==> config.mk <==
export PLATFORM = sky130hd
export DESIGN_NAME = rotary_quad_gen_flat
export DESIGN_NICKNAME = d
export VERILOG_FILES = /design/src/rtl/rotary_quad_gen_if.sv /design/src/rtl/rotary_quad_gen.sv /design/src/flat_wrapper.sv
export SDC_FILE = /design/constraint.sdc
export NUM_CORES = 1
export LEC_CHECK = 0
export CAP_MARGIN = 20
export CORE_ASPECT_RATIO = 0.7
export CORE_MARGIN = 5
export CORE_UTILIZATION = 40
export CTS_CLUSTER_SIZE = 30
export DETAILED_ROUTE_END_ITERATION = 8
export DONT_BUFFER_PORTS = 1
export GPL_TIMING_DRIVEN = 1
export PLACE_DENSITY = 0.63
export SKIP_LAST_GASP = 1
export SLEW_MARGIN = 20
export SYNTH_ARGS = -nofsm -noshare
export SYNTH_HDL_FRONTEND = slang
export SYNTH_SLANG_ARGS = --single-unit
==> constraint.sdc <==
create_clock -name clk -period 10 [get_ports clk]
set_input_delay 2 -clock clk [delete_from_list [all_inputs] [get_ports clk]]
set_output_delay 2 -clock clk [all_outputs]
set_load 0.02 [all_outputs]
==> src/rtl/rotary_quad_gen_if.sv <==
// Command channel of the rotary quadrature generator: a valid/ready
// handshake carrying a direction and a detent count.
interface rotary_quad_gen_if;
  logic       cmd_valid;
  logic       cmd_ready;
  logic       cmd_dir;
  logic [4:0] cmd_steps;

  // Side that issues step commands.
  modport master (
    output cmd_valid,
    output cmd_dir,
    output cmd_steps,
    input  cmd_ready
  );

  // Side that executes step commands (the generator).
  modport slave (
    input  cmd_valid,
    input  cmd_dir,
    input  cmd_steps,
    output cmd_ready
  );
endinterface

==> src/rtl/rotary_quad_gen.sv <==
// Rotary encoder emulator: turns a step command into a gray-coded sw/dt
// (A/B) waveform, one detent at a time, while tracking the position a
// decoder watching sw/dt would count.
module rotary_quad_gen #(
  parameter int unsigned PHASE_CYCLES = 1000
) (
  input  logic               clk,
  input  logic               rst,
  rotary_quad_gen_if.slave   cmd,
  output logic               sw,
  output logic               dt,
  output logic               busy,
  output logic               done,
  output logic [9:0]         pos
);

  // The phase counter is 16 bits wide, so the hold time must fit in it.
  if (PHASE_CYCLES < 1 || PHASE_CYCLES > 65535) begin : g_bad_phase
    $error("rotary_quad_gen: PHASE_CYCLES must be in 1..65535");
  end

  typedef enum logic [2:0] {
    IDLE,
    PH1,
    PH2,
    PH3,
    PH4
  } state_t;

  localparam logic [15:0] PHASE_LAST = 16'(PHASE_CYCLES - 1);

  state_t      state_q, state_d;
  logic [15:0] cnt_q, cnt_d;
  logic [4:0]  rem_q, rem_d;
  logic        dir_q, dir_d;
  logic        sw_q, sw_d;
  logic        dt_q, dt_d;
  logic        done_q, done_d;
  logic [9:0]  pos_q, pos_d;
  logic        rdy_q;

  logic        cmd_fire;
  logic        phase_end;

  // Ready only once out of reset and only when no command is in flight.
  assign cmd.cmd_ready = rdy_q && (state_q == IDLE);
  assign cmd_fire      = cmd.cmd_valid && cmd.cmd_ready;
  assign phase_end     = (cnt_q == PHASE_LAST);

  assign sw   = sw_q;
  assign dt   = dt_q;
  assign done = done_q;
  assign pos  = pos_q;
  assign busy = (state_q != IDLE);

  // Next-state, phase timing, detent bookkeeping and registered line levels.
  always_comb begin
    // NOTE: every signal driven here gets a default first, so no path
    // through the case statement can leave one unassigned and infer a latch.
    state_d = state_q;
    cnt_d   = cnt_q;
    rem_d   = rem_q;
    dir_d   = dir_q;
    pos_d   = pos_q;
    done_d  = 1'b0;
    sw_d    = 1'b0;
    dt_d    = 1'b0;

    unique case (state_q)
      IDLE: begin
        if (cmd_fire) begin
          dir_d = cmd.cmd_dir;
          if (cmd.cmd_steps == 5'd0) begin
            // Nothing to emit: acknowledge immediately, lines stay low.
            done_d = 1'b1;
          end else begin
            rem_d   = cmd.cmd_steps;
            state_d = PH1;
          end
        end
      end
      PH1: if (phase_end) state_d = PH2;
      PH2: if (phase_end) state_d = PH3;
      PH3: if (phase_end) state_d = PH4;
      PH4: begin
        if (phase_end) begin
          rem_d = rem_q - 5'd1;
          if (rem_q == 5'd1) begin
            state_d = IDLE;
            done_d  = 1'b1;
          end else begin
            state_d = PH1;
          end
        end
      end
      default: state_d = IDLE;
    endcase

    // Every phase entry restarts the hold timer; idle keeps it parked at 0.
    if (state_d != state_q) begin
      cnt_d = 16'd0;
    end else if (state_q != IDLE) begin
      cnt_d = cnt_q + 16'd1;
    end

    // Line levels follow the phase being entered so they change together
    // with the state register. CW: 10,11,01,00. CCW: 01,11,10,00.
    unique case (state_d)
      PH1:     {sw_d, dt_d} = dir_d ? 2'b01 : 2'b10;
      PH2:     {sw_d, dt_d} = 2'b11;
      PH3:     {sw_d, dt_d} = dir_d ? 2'b10 : 2'b01;
      default: {sw_d, dt_d} = 2'b00;
    endcase

    // Count on the sw rising edge, exactly as a decoder would: CW rises on
    // PH1 entry with dt low, CCW rises on PH2 entry with dt already high.
    if (!dir_d && (state_d == PH1) && (state_q != PH1)) begin
      pos_d = pos_q + 10'd1;
    end else if (dir_d && (state_d == PH2) && (state_q == PH1)) begin
      pos_d = pos_q - 10'd1;
    end
  end

  // State and output registers; reset abandons any command in flight.
  always_ff @(posedge clk or posedge rst) begin
    if (rst) begin
      state_q <= IDLE;
      cnt_q   <= 16'd0;
      rem_q   <= 5'd0;
      dir_q   <= 1'b0;
      sw_q    <= 1'b0;
      dt_q    <= 1'b0;
      done_q  <= 1'b0;
      pos_q   <= 10'd0;
      rdy_q   <= 1'b0;
    end else begin
      // NOTE: non-blocking assignments here so every register samples the
      // pre-edge values regardless of statement order.
      state_q <= state_d;
      cnt_q   <= cnt_d;
      rem_q   <= rem_d;
      dir_q   <= dir_d;
      sw_q    <= sw_d;
      dt_q    <= dt_d;
      done_q  <= done_d;
      pos_q   <= pos_d;
      rdy_q   <= 1'b1;
    end
  end

endmodule
==> src/flat_wrapper.sv <==
// flat-port wrapper written by rule: the top's interface ports become plain ports
module rotary_quad_gen_flat 
#(
  parameter int unsigned PHASE_CYCLES = 1000
)
  (clk, rst, sw, dt, busy, done, pos, cmd_cmd_valid, cmd_cmd_dir, cmd_cmd_steps, cmd_cmd_ready);
  rotary_quad_gen_if cmd_i ();
  input  logic clk;
  input  logic rst;
  output logic sw;
  output logic dt;
  output logic busy;
  output logic done;
  output logic [9:0] pos;
  input wire logic [$bits(cmd_i.cmd_valid)-1:0] cmd_cmd_valid;
  input wire logic [$bits(cmd_i.cmd_dir)-1:0] cmd_cmd_dir;
  input wire logic [$bits(cmd_i.cmd_steps)-1:0] cmd_cmd_steps;
  output wire logic [$bits(cmd_i.cmd_ready)-1:0] cmd_cmd_ready;
  assign cmd_i.cmd_valid = cmd_cmd_valid;
  assign cmd_i.cmd_dir = cmd_cmd_dir;
  assign cmd_i.cmd_steps = cmd_cmd_steps;
  assign cmd_cmd_ready = cmd_i.cmd_ready;
  rotary_quad_gen #(.PHASE_CYCLES(PHASE_CYCLES)) u_core (.clk(clk), .rst(rst), .cmd(cmd_i), .sw(sw), .dt(dt), .busy(busy), .done(done), .pos(pos));
endmodule
==> results of run 1 <==
[worst max path at each step]
| stage | endpoint | slack, ns | depth (start not counted) |
|---|---|---|---|
| floorplan | u_core.pos[8] | 5.15 | 12 |
| global placement | u_core.pos[8] | 4.91 | 12 |
| detailed placement | u_core.pos[8] | 4.84 | 12 |
| CTS | u_core.pos[8] | 5.15 | 12 |
| global route | u_core.pos[8] | 4.90 | 12 |
| finish | u_core.pos[8] | 5.16 | 12 |
[final cells by class]
cell class | count | area [sq um]
multi-input cells | 194 | 1390
clock buffers | 6 | 82.6
repair buffers | 1 | 7.51
fillers | 563 | 3210
well taps | 75 | 93.8
flip-flops and latches | 39 | 976
inverters | 11 | 41.3
clock inverters | 1 | 5.00
[state kept, by name, summed over array words and instances (netlist names)]
register / flops
u_core.rdy_q: 1
u_core.state_q: 3
u_core.pos: 10
u_core.rem_q: 5
u_core.dt: 1
u_core.sw: 1
u_core.dir_q: 1
u_core.done: 1
u_core.cnt_q: 16
[power groups by stage]
stage	logic [mW]	registers (mW)	clock network, mW
after detailed placement	0.00484	0.161	0
final	0.00453	0.158	0.110
after CTS	0.00486	0.158	0.113
after global placement	0.00480	0.161	0
after global routing	0.00548	0.158	0.120
after floorplan	0.00323	0.161	0
[placed cells by master (no fill, tap or decap), types with 3 or more instances in the layout]
master	n
nor4_1	4
mux2_4	6
clkbuf_8	6
xnor2_1	13
ha_1	11
nand4_1	5
dfrtp_1	39
nand3_1	8
nand2_1	17
mux2i_1	3
nand2b_1	3
nor3_1	6
inv_1	10
nor2_1	37
o21ai_0	15
a21oi_1	15
xor2_1	9
or3_1	3
[cell families after synthesis]
logic type               after synthesis
flip-flops                            39
other                                  1
multiplexers                          11
buffers and inverters                 17
adder cells (fa/ha/maj)               12
AO/OA/AOI/OAI                         49
XOR/XNOR                              22
AND/OR/NAND/NOR                       99
[metal layers]
metal  global-route usage, %  vias to the layer above  routed length [um]
li1                        -                      883                   -
met1                    20.0                      841                2520
met2                    18.0                       37                1870
met3                    4.48                        6                 261
met4                    4.17                        0                  52
met5                       0                        -                   0
[per-stage QoR]
step / hold WS [ns] / worst slack (ns) / utilization [%] / instance area, sq um
detailed placement: 0.505 / 4.84 / 43.2 / 2510
CTS: 0.523 / 5.15 / 44.7 / 2600
global placement: 0.496 / 4.91 / 43.2 / 2510
global route: 0.556 / 4.90 / 44.7 / 2600
floorplan: 0.473 / 5.15 / - / 2440
finish: 0.518 / 5.16 / 44.7 / 2600
[worst register-to-register path: cells and delay by family (launching register included)]
| kind | cells | cell delay [ns] |
|---|---|---|
| flip-flops | 1 | 0.49 |
| AO/OA/AOI/OAI | 4 | 1.13 |
| XOR/XNOR | 1 | 0.15 |
| multiplexers | 2 | 0.69 |
| AND/OR/NAND/NOR | 4 | 0.80 |
| buffers and inverters | 2 | 0.40 |
| adder cells (fa/ha/maj) | 1 | 0.39 |
==> summary.txt, run 1 <==
Worst setup path
  • Crit path arrival time: 5.03 ns
  • Kind of critical path: in2reg
  • Worst Setup SP: cmd_cmd_valid
  • R2R Path Start: u_core.state_q[1]
  • Endpoint class of the critical path: flop
  • CP required: 10.18 ns
  • Worst R2R End: u_core.pos[8]
  • Worst path bufs/invs: 1
  • FF-to-FF setup slack: just under 6 ns
  • Slowest CP cell: a211oi_4
  • Startpoint Class: input pin
  • Crit path cell chain: nand2_1 -> nor2_1 -> mux2_2 -> a211oi_4 -> inv_1 -> ha_1 -> nor2b_1 -> o31a_1 -> o31ai_1 -> a21oi_1 -> xor2_1 -> mux2_4
  • Crit Path Max Fanout: 8
  • Max incr delay on CP: 0.47 ns
  • Reg2Reg Depth: 14
  • CP top delay family: compound AO/OA/AOI/OAI gates

Floorplan
  • Die area: 7790 sq um
  • I/O pin count: 24
  • Initial core utilization: 42.0%
  • Die Y-Extent: 75.3 um
  • FP Rows: 23
  • Die W: 103 um
  • Core footprint: ~5800 sq um

Global route
  • GRT overflow: 0
  • Initial antenna violation count: 0
  • Pin count of the biggest net entering global routing: 34
  • Total GRT Usage: around an eighth
  • Number of global-route vias before repair: 1665
  • First-pass GRT wire length: 8100 um

Synth
  • Share of the synthesized area in the top cell type: 40.0%
  • EDFF count, synth: 0
  • Post-synthesis cell type count: 54
  • Avg Inst Size Synth: 9.76 sq um
  • Adder-cell share of the synthesized area: around 6.5%
  • Synth Area in Compound Gates: 13.3%
  • Simple-gate share of the synthesized area: 23.3%
  • Largest family of logic cells by synthesized area: simple AND/OR/NAND/NOR gates
  • Syn Nets: 271
  • Post-synth ARST share: 100%
  • Mux contribution to synthesized area: under 10%
  • Post-synthesis xor/xnor area fraction: 7.90%
  • Mapped Cells: 250
  • List of most frequent post-synthesis cells: 39 x dfrtp_1, 37 x nor2_1, 17 x nand2_1
  • Synth Warn #: 0
  • Main synth FF type: dfrtp_1
  • Largest area contributor in the netlist: dfrtp_1
  • Top-count cell post-synth: dfrtp_1
  • Syn Std Cell Area: around 2400 sq um
  • Synth top area cells: dfrtp_1 40%, nor2_1 5.7%, ha_1 5.6%, xnor2_1 4.7%, mux2_4 3.7%
  • Register area share after synthesis: 40.0%
  • #FFs+latches synth: 39

STA
  • Finish-stage setup viols: 0
  • Period utilization: 48.4%
  • RSZ-0062 raised after global routing: no
  • Rel. slew slack: 54.8%
  • Clock Skews: 0.0102 ns
  • Final Max Tran Viols: 0
  • Final min period: 4.84 ns
  • Worst-Margin Slew: about 0.68 ns
  • Fin Setup TNS: 0 ns
  • Highest Clock Rate: between 200 and 250 MHz
  • Hold Vio Cnt, Final: 0

Placed design
  • Routability cong.: 0.806
  • Dpl hpwl: ~3500 um
  • I/O Buffers: 0
  • Placed insts: 320

Clock tree
  • CTS tree: yes
  • Postcts setup bufs: 0
  • Clock latency on the worst-skew pair: slightly below 0.3 ns
  • Max Root-Sink Buffers: 2
  • Post_cts resized: 0
  • Cts bufs inserted: 5
  • H-tree depth: 2
  • Clk slew on worst S/H paths: approximately 0.080 ns
  • Clk sink count: 39
  • Root buf cell: clkbuf_8
  • Post-CTS Hold Fix Bufs: 0

Power
  • Gate power share: 1.7%
  • Maximum vdd drop: 53.5 uV
  • Sequential power share: between 50 and 60%
  • Pwr/cell area: around 100 nW/um^2
  • Switch share: between 20% and 30%
  • Int Power: 0.213 mW
  • Total Power: 0.272 mW
  • Part of the power in the clock network: about two fifths
  • Leak: roughly 1.1 nW
  • Psw: 0.0594 mW

Worst hold path
  • Hold Path Stages: 2
  • Hold path startpoint: u_core.rem_q[1]
  • Worst hold-check path type: reg2reg
  • Hold EP: u_core.rem_q[1]

Final layout
  • Ant. Diodes: 0
  • Layout Nets: approximately 270
  • Final std cells w/o fill: 327
  • Area delta synth->final: 6.56%
  • Layout cells sized above 1: 12.3%

Routing
  • Post-route ant nets: 0
  • DR DRC count: 0
  • Pre-Repair DR Iteration Count: 4
  • Vias per cell: 5.40
  • Vias: approximately 1800
  • Iteration-0 DRC Markers: between 50 and 60
  • WL final: 4710 um
  • Drt wl/cell: 14.4 um

Run status
  • Outcome: completed

Flow run
  • Max-cap violations: 0
Note: power is estimated with default switching activity, not from simulation.
==> run 2, diff against run 1 <==
==> constraint.sdc (replaced) <==
create_clock -name clk -period 5.1 [get_ports clk]
set_input_delay 1.02 -clock clk [delete_from_list [all_inputs] [get_ports clk]]
set_output_delay 1.02 -clock clk [all_outputs]
set_load 0.02 [all_outputs]
==> summary.txt, run 2 (same netlist as run 1, synthesis figures left out) <==
Worst setup path
  • Startpoint Class: flop
  • R2R Path Start: u_core.state_q[1]
  • Worst Setup SP: u_core.state_q[1]
  • Max incr delay on CP: approximately 0.48 ns
  • Crit path cell chain: or2_4 -> nor2_8 -> inv_2 -> nor2_1 -> mux2_2 -> a211oi_4 -> inv_1 -> ha_1 -> nor2b_1 -> o31a_1 -> o31ai_1 -> a21oi_1 -> xor2_1 -> mux2_4
  • Crit path arrival time: 4.34 ns
  • Slowest CP cell: dfrtp_1
  • Crit Path Max Fanout: 9
  • Reg2Reg Depth: 14
  • Crit path depth: 14
  • Kind of critical path: reg2reg
  • CP required: 5.28 ns
  • Endpoint class of the critical path: flop
  • CP top delay family: compound AO/OA/AOI/OAI gates
  • Worst path bufs/invs: 2

Clock tree
  • Post-CTS Hold Fix Bufs: 0
  • H-tree depth: 2
  • Post_cts resized: 0
  • Max Root-Sink Buffers: 2
  • Clock latency on the worst-skew pair: 0.29 ns
  • Cts bufs inserted: 5
  • Root buf cell: clkbuf_8
  • Clk sink count: 39
  • Postcts setup bufs: 0
  • Clk slew on worst S/H paths: roughly 0.08 ns
  • CTS tree: yes

Placed design
  • Placed insts: between 300 and 400
  • Routability cong.: 0.745
  • Dpl hpwl: 3550 um
  • I/O Buffers: 0
  • Setup WS pre-CTS: 0.908 ns

Final layout
  • Ant. Diodes: 0
  • Area delta synth->final: 7.23%
  • Area of the multi-input gates: 1390 sq um
  • Final std cells w/o fill: 329
  • Layout cells sized above 1: 12.2%
  • Reg with most FFs: u_core.cnt_q
  • Most frequent cells in the layout: 39 x dfrtp_1, 37 x nor2_1, 17 x nand2_1
  • Filler cell count: 563
  • Finished Core Util: about 45%
  • Reg area: 976 sq um
  • Layout Nets: 274
  • Commonest non-fill, non-tap cell in the layout: dfrtp_1
  • Max reg flops: 16

Floorplan
  • FP Rows: 23
  • Die area: 7790 sq um
  • Core footprint: between 5000 and 6000 sq um
  • I/O pin count: 24
  • Initial core utilization: a little over two fifths
  • Die Y-Extent: 75.3 um
  • Die W: 103 um

Routing
  • Vias: 1752
  • WL final: 4770 um
  • Drt wl/cell: ~14 um
  • Pre-Repair DR Iteration Count: 4
  • Vias per cell: 5.33
  • Post-route ant nets: 0
  • DR DRC count: 0
  • Iteration-0 DRC Markers: 88

Power
  • Pwr/cell area: between 200 and 250 nW/um^2
  • Maximum vdd drop: 112 uV
  • Leak: between 1 and 1.5 nW

Global route
  • First-pass GRT wire length: 8310 um
  • Pin count of the biggest net entering global routing: 37
  • GRT overflow: 0
  • Number of global-route vias before repair: 1693
  • Initial antenna violation count: 0
  • Total GRT Usage: 13.8%

STA
  • Final min period: 4.15 ns
  • Slack of the critical path: 0.948 ns
  • Fin Setup TNS: 0 ns
  • Clock Skews: between 0.007 and 0.008 ns
  • Rel. slew slack: 50.4%
  • Hold Vio Cnt, Final: 0
  • RSZ-0062 raised after global routing: no
  • Finish-stage setup viols: 0
  • Worst-Margin Slew: 0.741 ns
  • Period utilization: 81.4%
  • Final Max Tran Viols: 0
  • Highest Clock Rate: 241 MHz

Flow run
  • Max-cap violations: 0

Run status
  • Outcome: completed

Worst hold path
  • Worst hold-check path type: in2async
==> run 2: report_power, final <==
part           internal [mW]  switching [mW]
logic                0.00149         0.00722
clock network          0.124           0.111
registers              0.309        0.000180
==> run 2: cell type report <==
type,instances,area share (%)
inverters,11,1.58
repair buffers,2,0.574
flip-flops and latches,39,37.3
multi-input cells,194,53.1
clock buffers,8,3.83
well taps,75,3.59
==> run 2: final timing paths <==
check	end	slack (ns)
hold / removal	u_core.pos[5]	0.48
max in group asynchronous	u_core.rdy_q	3.93
min in group clk	u_core.rem_q[1]	0.53
hold reg to reg	u_core.rem_q[1]	0.53
setup reg to reg	u_core.pos[8]	0.95
setup / recovery	u_core.pos[8]	0.95
==> run 2: per-layer routing <==
metal  track usage (%)  vias up  part of all wire [%]
met5                 0        -                     0
met4              3.02        0                  0.71
met3              4.67        5                   6.1
met2              19.1       29                    40
met1              20.7      836                    54
li1                  -      882                     -
==> run 2: worst register-to-register path, delay by kind of cell, from the launching register on <==
family	cells	cell delay [ns]
compound gates	4	1.16
xor+xnor	1	0.16
fa+ha+maj	1	0.39
buf+inv	2	0.40
flops	1	0.48
mux	2	0.69
simple gates	4	0.79
==> run 2: stage by stage <==
stage / cell area (sq um) / hold WS [ns] / power [mW]
finish: 2620 / 0.476 / 0.553
global route: 2620 / 0.474 / 0.573
CTS: 2620 / 0.471 / 0.560
detailed placement: 2520 / 0.518 / 0.325
global placement: 2520 / 0.508 / 0.325
floorplan: 2440 / 0.473 / 0.322
==> run 3, diff against run 2 <==
--- a/config.mk
+++ b/config.mk
@@ -5,6 +5,7 @@
 export SDC_FILE = /design/constraint.sdc
 export NUM_CORES = 1
 export LEC_CHECK = 0
+export ABC_AREA = 1
 export CAP_MARGIN = 20
 export CORE_ASPECT_RATIO = 0.7
 export CORE_MARGIN = 5
==> constraint.sdc (replaced) <==
create_clock -name clk -period 4.33 [get_ports clk]
set_input_delay 0.866 -clock clk [delete_from_list [all_inputs] [get_ports clk]]
set_output_delay 0.866 -clock clk [all_outputs]
set_load 0.02 [all_outputs]
==> summary.txt, run 3 <==
Run status
  • Outcome: completed

Worst setup path
  • Worst R2R End: u_core.pos[8]
  • Kind of critical path: reg2reg
  • FF-to-FF setup slack: around 1.3 ns
  • R2R Path Start: u_core.cnt_q[0]
  • Endpoint class of the critical path: flop
  • Reg2Reg Depth: 17
  • Crit path arrival time: 3.24 ns
  • Startpoint Class: flop
  • Crit Path Max Fanout: 11
  • CP required: between 4 and 5 ns

STA
  • Finish-stage setup viols: 0
  • Final min period: 3.01 ns
  • Clock Skews: 0.0112 ns
  • Hold Vio Cnt, Final: 0
  • Slack of the critical path: ~1.3 ns
  • Final Max Tran Viols: 0
  • RSZ-0062 raised after global routing: no
  • Fin Setup TNS: 0 ns
  • Highest Clock Rate: 333 MHz
  • Period utilization: 69.4%

Synth
  • Mapped Cells: 306
  • Largest area contributor in the netlist: dfrtp_1
  • Syn Std Cell Area: 2460 sq um
  • List of most frequent post-synthesis cells: 69 x nand2_1, 39 x dfrtp_1, 39 x inv_1
  • Share of the synthesized area in the top cell type: 39.6%
  • Synth Warn #: 0
  • Synth top area cells: dfrtp_1 40%, nand2_1 11%, inv_1 5.9%, ha_1 5.6%, xor2_1 5.0%
  • Top-count cell post-synth: nand2_1
  • EDFF count, synth: 0
  • Main synth FF type: dfrtp_1
  • Syn Nets: ~330
  • Post-synth ARST share: between 90% and 100%
  • Post-synthesis cell type count: 34
  • Register area share after synthesis: 39.6%
  • Avg Inst Size Synth: 8.05 sq um
  • #FFs+latches synth: 39

Clock tree
  • Clock latency on the worst-skew pair: 0.30 ns
  • Post-CTS Hold Fix Bufs: 0
  • Root buf cell: clkbuf_8
  • Post_cts resized: 0
  • Clk slew on worst S/H paths: 0.09 ns
  • Max Root-Sink Buffers: 2
  • Clk sink count: 39
  • Postcts setup bufs: 0
  • CTS tree: yes
  • H-tree depth: 2
  • Cts bufs inserted: 5

Global route
  • Initial antenna violation count: 0
  • Total GRT Usage: 12.8%
  • First-pass GRT wire length: 8200 um
  • GRT overflow: 0
  • Number of global-route vias before repair: 1764
  • Pin count of the biggest net entering global routing: 40

Routing
  • WL final: 4580 um
  • Pre-Repair DR Iteration Count: 4
  • Vias: 1866
  • DR DRC count: 0
  • Iteration-0 DRC Markers: 97
  • Drt wl/cell: about 12 um
  • Vias per cell: just under 5
  • Post-route ant nets: 0

Floorplan
  • Initial core utilization: 42.2%
  • Die W: between 100 and 150 um
  • FP Rows: 23
  • Die area: 7850 sq um
  • Die Y-Extent: between 70 and 80 um
  • I/O pin count: 24
  • Core footprint: 5840 sq um

Power
  • Maximum vdd drop: roughly 150 uV
  • Leak: 1.30 nW
  • Pwr/cell area: 260 nW/um^2

Placed design
  • I/O Buffers: 0
  • Setup WS pre-CTS: 1.17 ns
  • Routability cong.: between 0.8 and 0.9
  • Dpl hpwl: 3540 um

Worst hold path
  • Hold EP: u_core.state_q[2]
  • Worst hold-check path type: reg2reg
  • Hold Path Stages: 1
  • Hold path startpoint: u_core.state_q[2]

Final layout
  • Reg with most FFs: u_core.cnt_q
  • Commonest non-fill, non-tap cell in the layout: nand2_1
  • Ant. Diodes: 0
  • Filler cell count: a little under 600
  • Area delta synth->final: 7.77%
  • Most frequent cells in the layout: 69 x nand2_1, 39 x inv_1, 39 x dfrtp_1
  • Max reg flops: 16
  • Layout cells sized above 1: 15.7%
  • Layout Nets: 333

Flow run
  • Max-cap violations: 0
## run 3: cell count changes in the layout (fill, tap and decap cells not counted), moves of 4 or more
| cell | previous run | this run |
|---|---|---|
| nand2_1 | 17 | 69 |
| inv_1 | 10 | 39 |
| nor2_2 | 0 | 13 |
| nor2_1 | 37 | 25 |
| nand2_2 | 0 | 10 |
| xnor2_1 | 13 | 3 |
| mux2_4 | 6 | 0 |
| nand3_1 | 8 | 13 |
| xor2_1 | 9 | 14 |
| inv_2 | 1 | 5 |
| nor4_1 | 4 | 0 |
| o21ai_0 | 15 | 11 |
## run 3: worst max-delay path by stage
stage                      startpoint       endpoint
floorplan            cmd_cmd_steps[1]  u_core.pos[6]
CTS                 u_core.state_q[0]  u_core.pos[8]
global placement     cmd_cmd_steps[1]  u_core.pos[8]
finish                u_core.cnt_q[0]  u_core.pos[8]
global route          u_core.cnt_q[1]  u_core.pos[8]
detailed placement   cmd_cmd_steps[1]  u_core.pos[8]
## run 3: area by class of cell
class	count	area [sq um]	share of cell area, %
Clock inverter	3	43.8	1.65
Clock buffer	5	68.8	2.59
Tap cell	75	93.8	3.53
Inverter	44	165	6.22
Sequential cell	39	976	36.8
Timing Repair Buffer	1	7.51	0.283
Multi-Input combinational cell	221	1300	49.0
## run 3: power by group
group | internal, mW | switching, mW | total (mW)
clock network | 0.172 | 0.134 | 0.306
registers | 0.366 | 0.00245 | 0.369
logic | 0.00336 | 0.0121 | 0.0155
total | 0.541 | 0.149 | 0.690
## run 3: cell families after synthesis
family | synth area share [%]
AO/OA/AOI/OAI | 8.79
AND/OR/NAND/NOR | 31.4
XOR/XNOR | 6.04
buffers and inverters | 7.62
adder cells (fa/ha/maj) | 6.40
other | 0.152
flip-flops | 39.6
## run 3: routing by layer
layer  vias to the layer above  global-route usage, %  share of wire, %
met5                         -                      0                 0
met4                         0                   4.31               1.2
met3                         7                   3.64               4.8
met2                        29                   18.8                40
met1                       844                   18.2                54
li1                        986                      -                 -
## run 3: metrics by stage
stage | power [mW] | std cells | hold WS (ns) | utilization (%) | area [sq um]
4_1_cts | 0.701 | 388 | 0.564 | 45.4 | 2660
3_3_place_gp | 0.392 | 380 | 0.543 | 43.5 | 2540
5_1_grt | 0.715 | 388 | 0.592 | 45.4 | 2660
2_1_floorplan | 0.387 | 306 | 0.503 | - | 2460
6_report | 0.690 | 388 | 0.562 | 45.4 | 2660
3_5_place_dp | 0.392 | 380 | 0.553 | 43.5 | 2540
## run 3: critical path, cell delays in order, from the launching register on
cell and delay, ns:
dfrtp_1 0.38, ha_1 0.22, nand2_1 0.06, inv_1 0.05, nand2_1 0.05, nor2_2 0.19, nand2_1 0.12, nand2_2 0.11
nand4_4 0.16, nand4_4 0.19, inv_1 0.08, fa_1 0.40, o21ai_0 0.35, nand4_1 0.15, o211ai_1 0.14, xor2_1 0.16
nand2_1 0.06, nand2_1 0.07
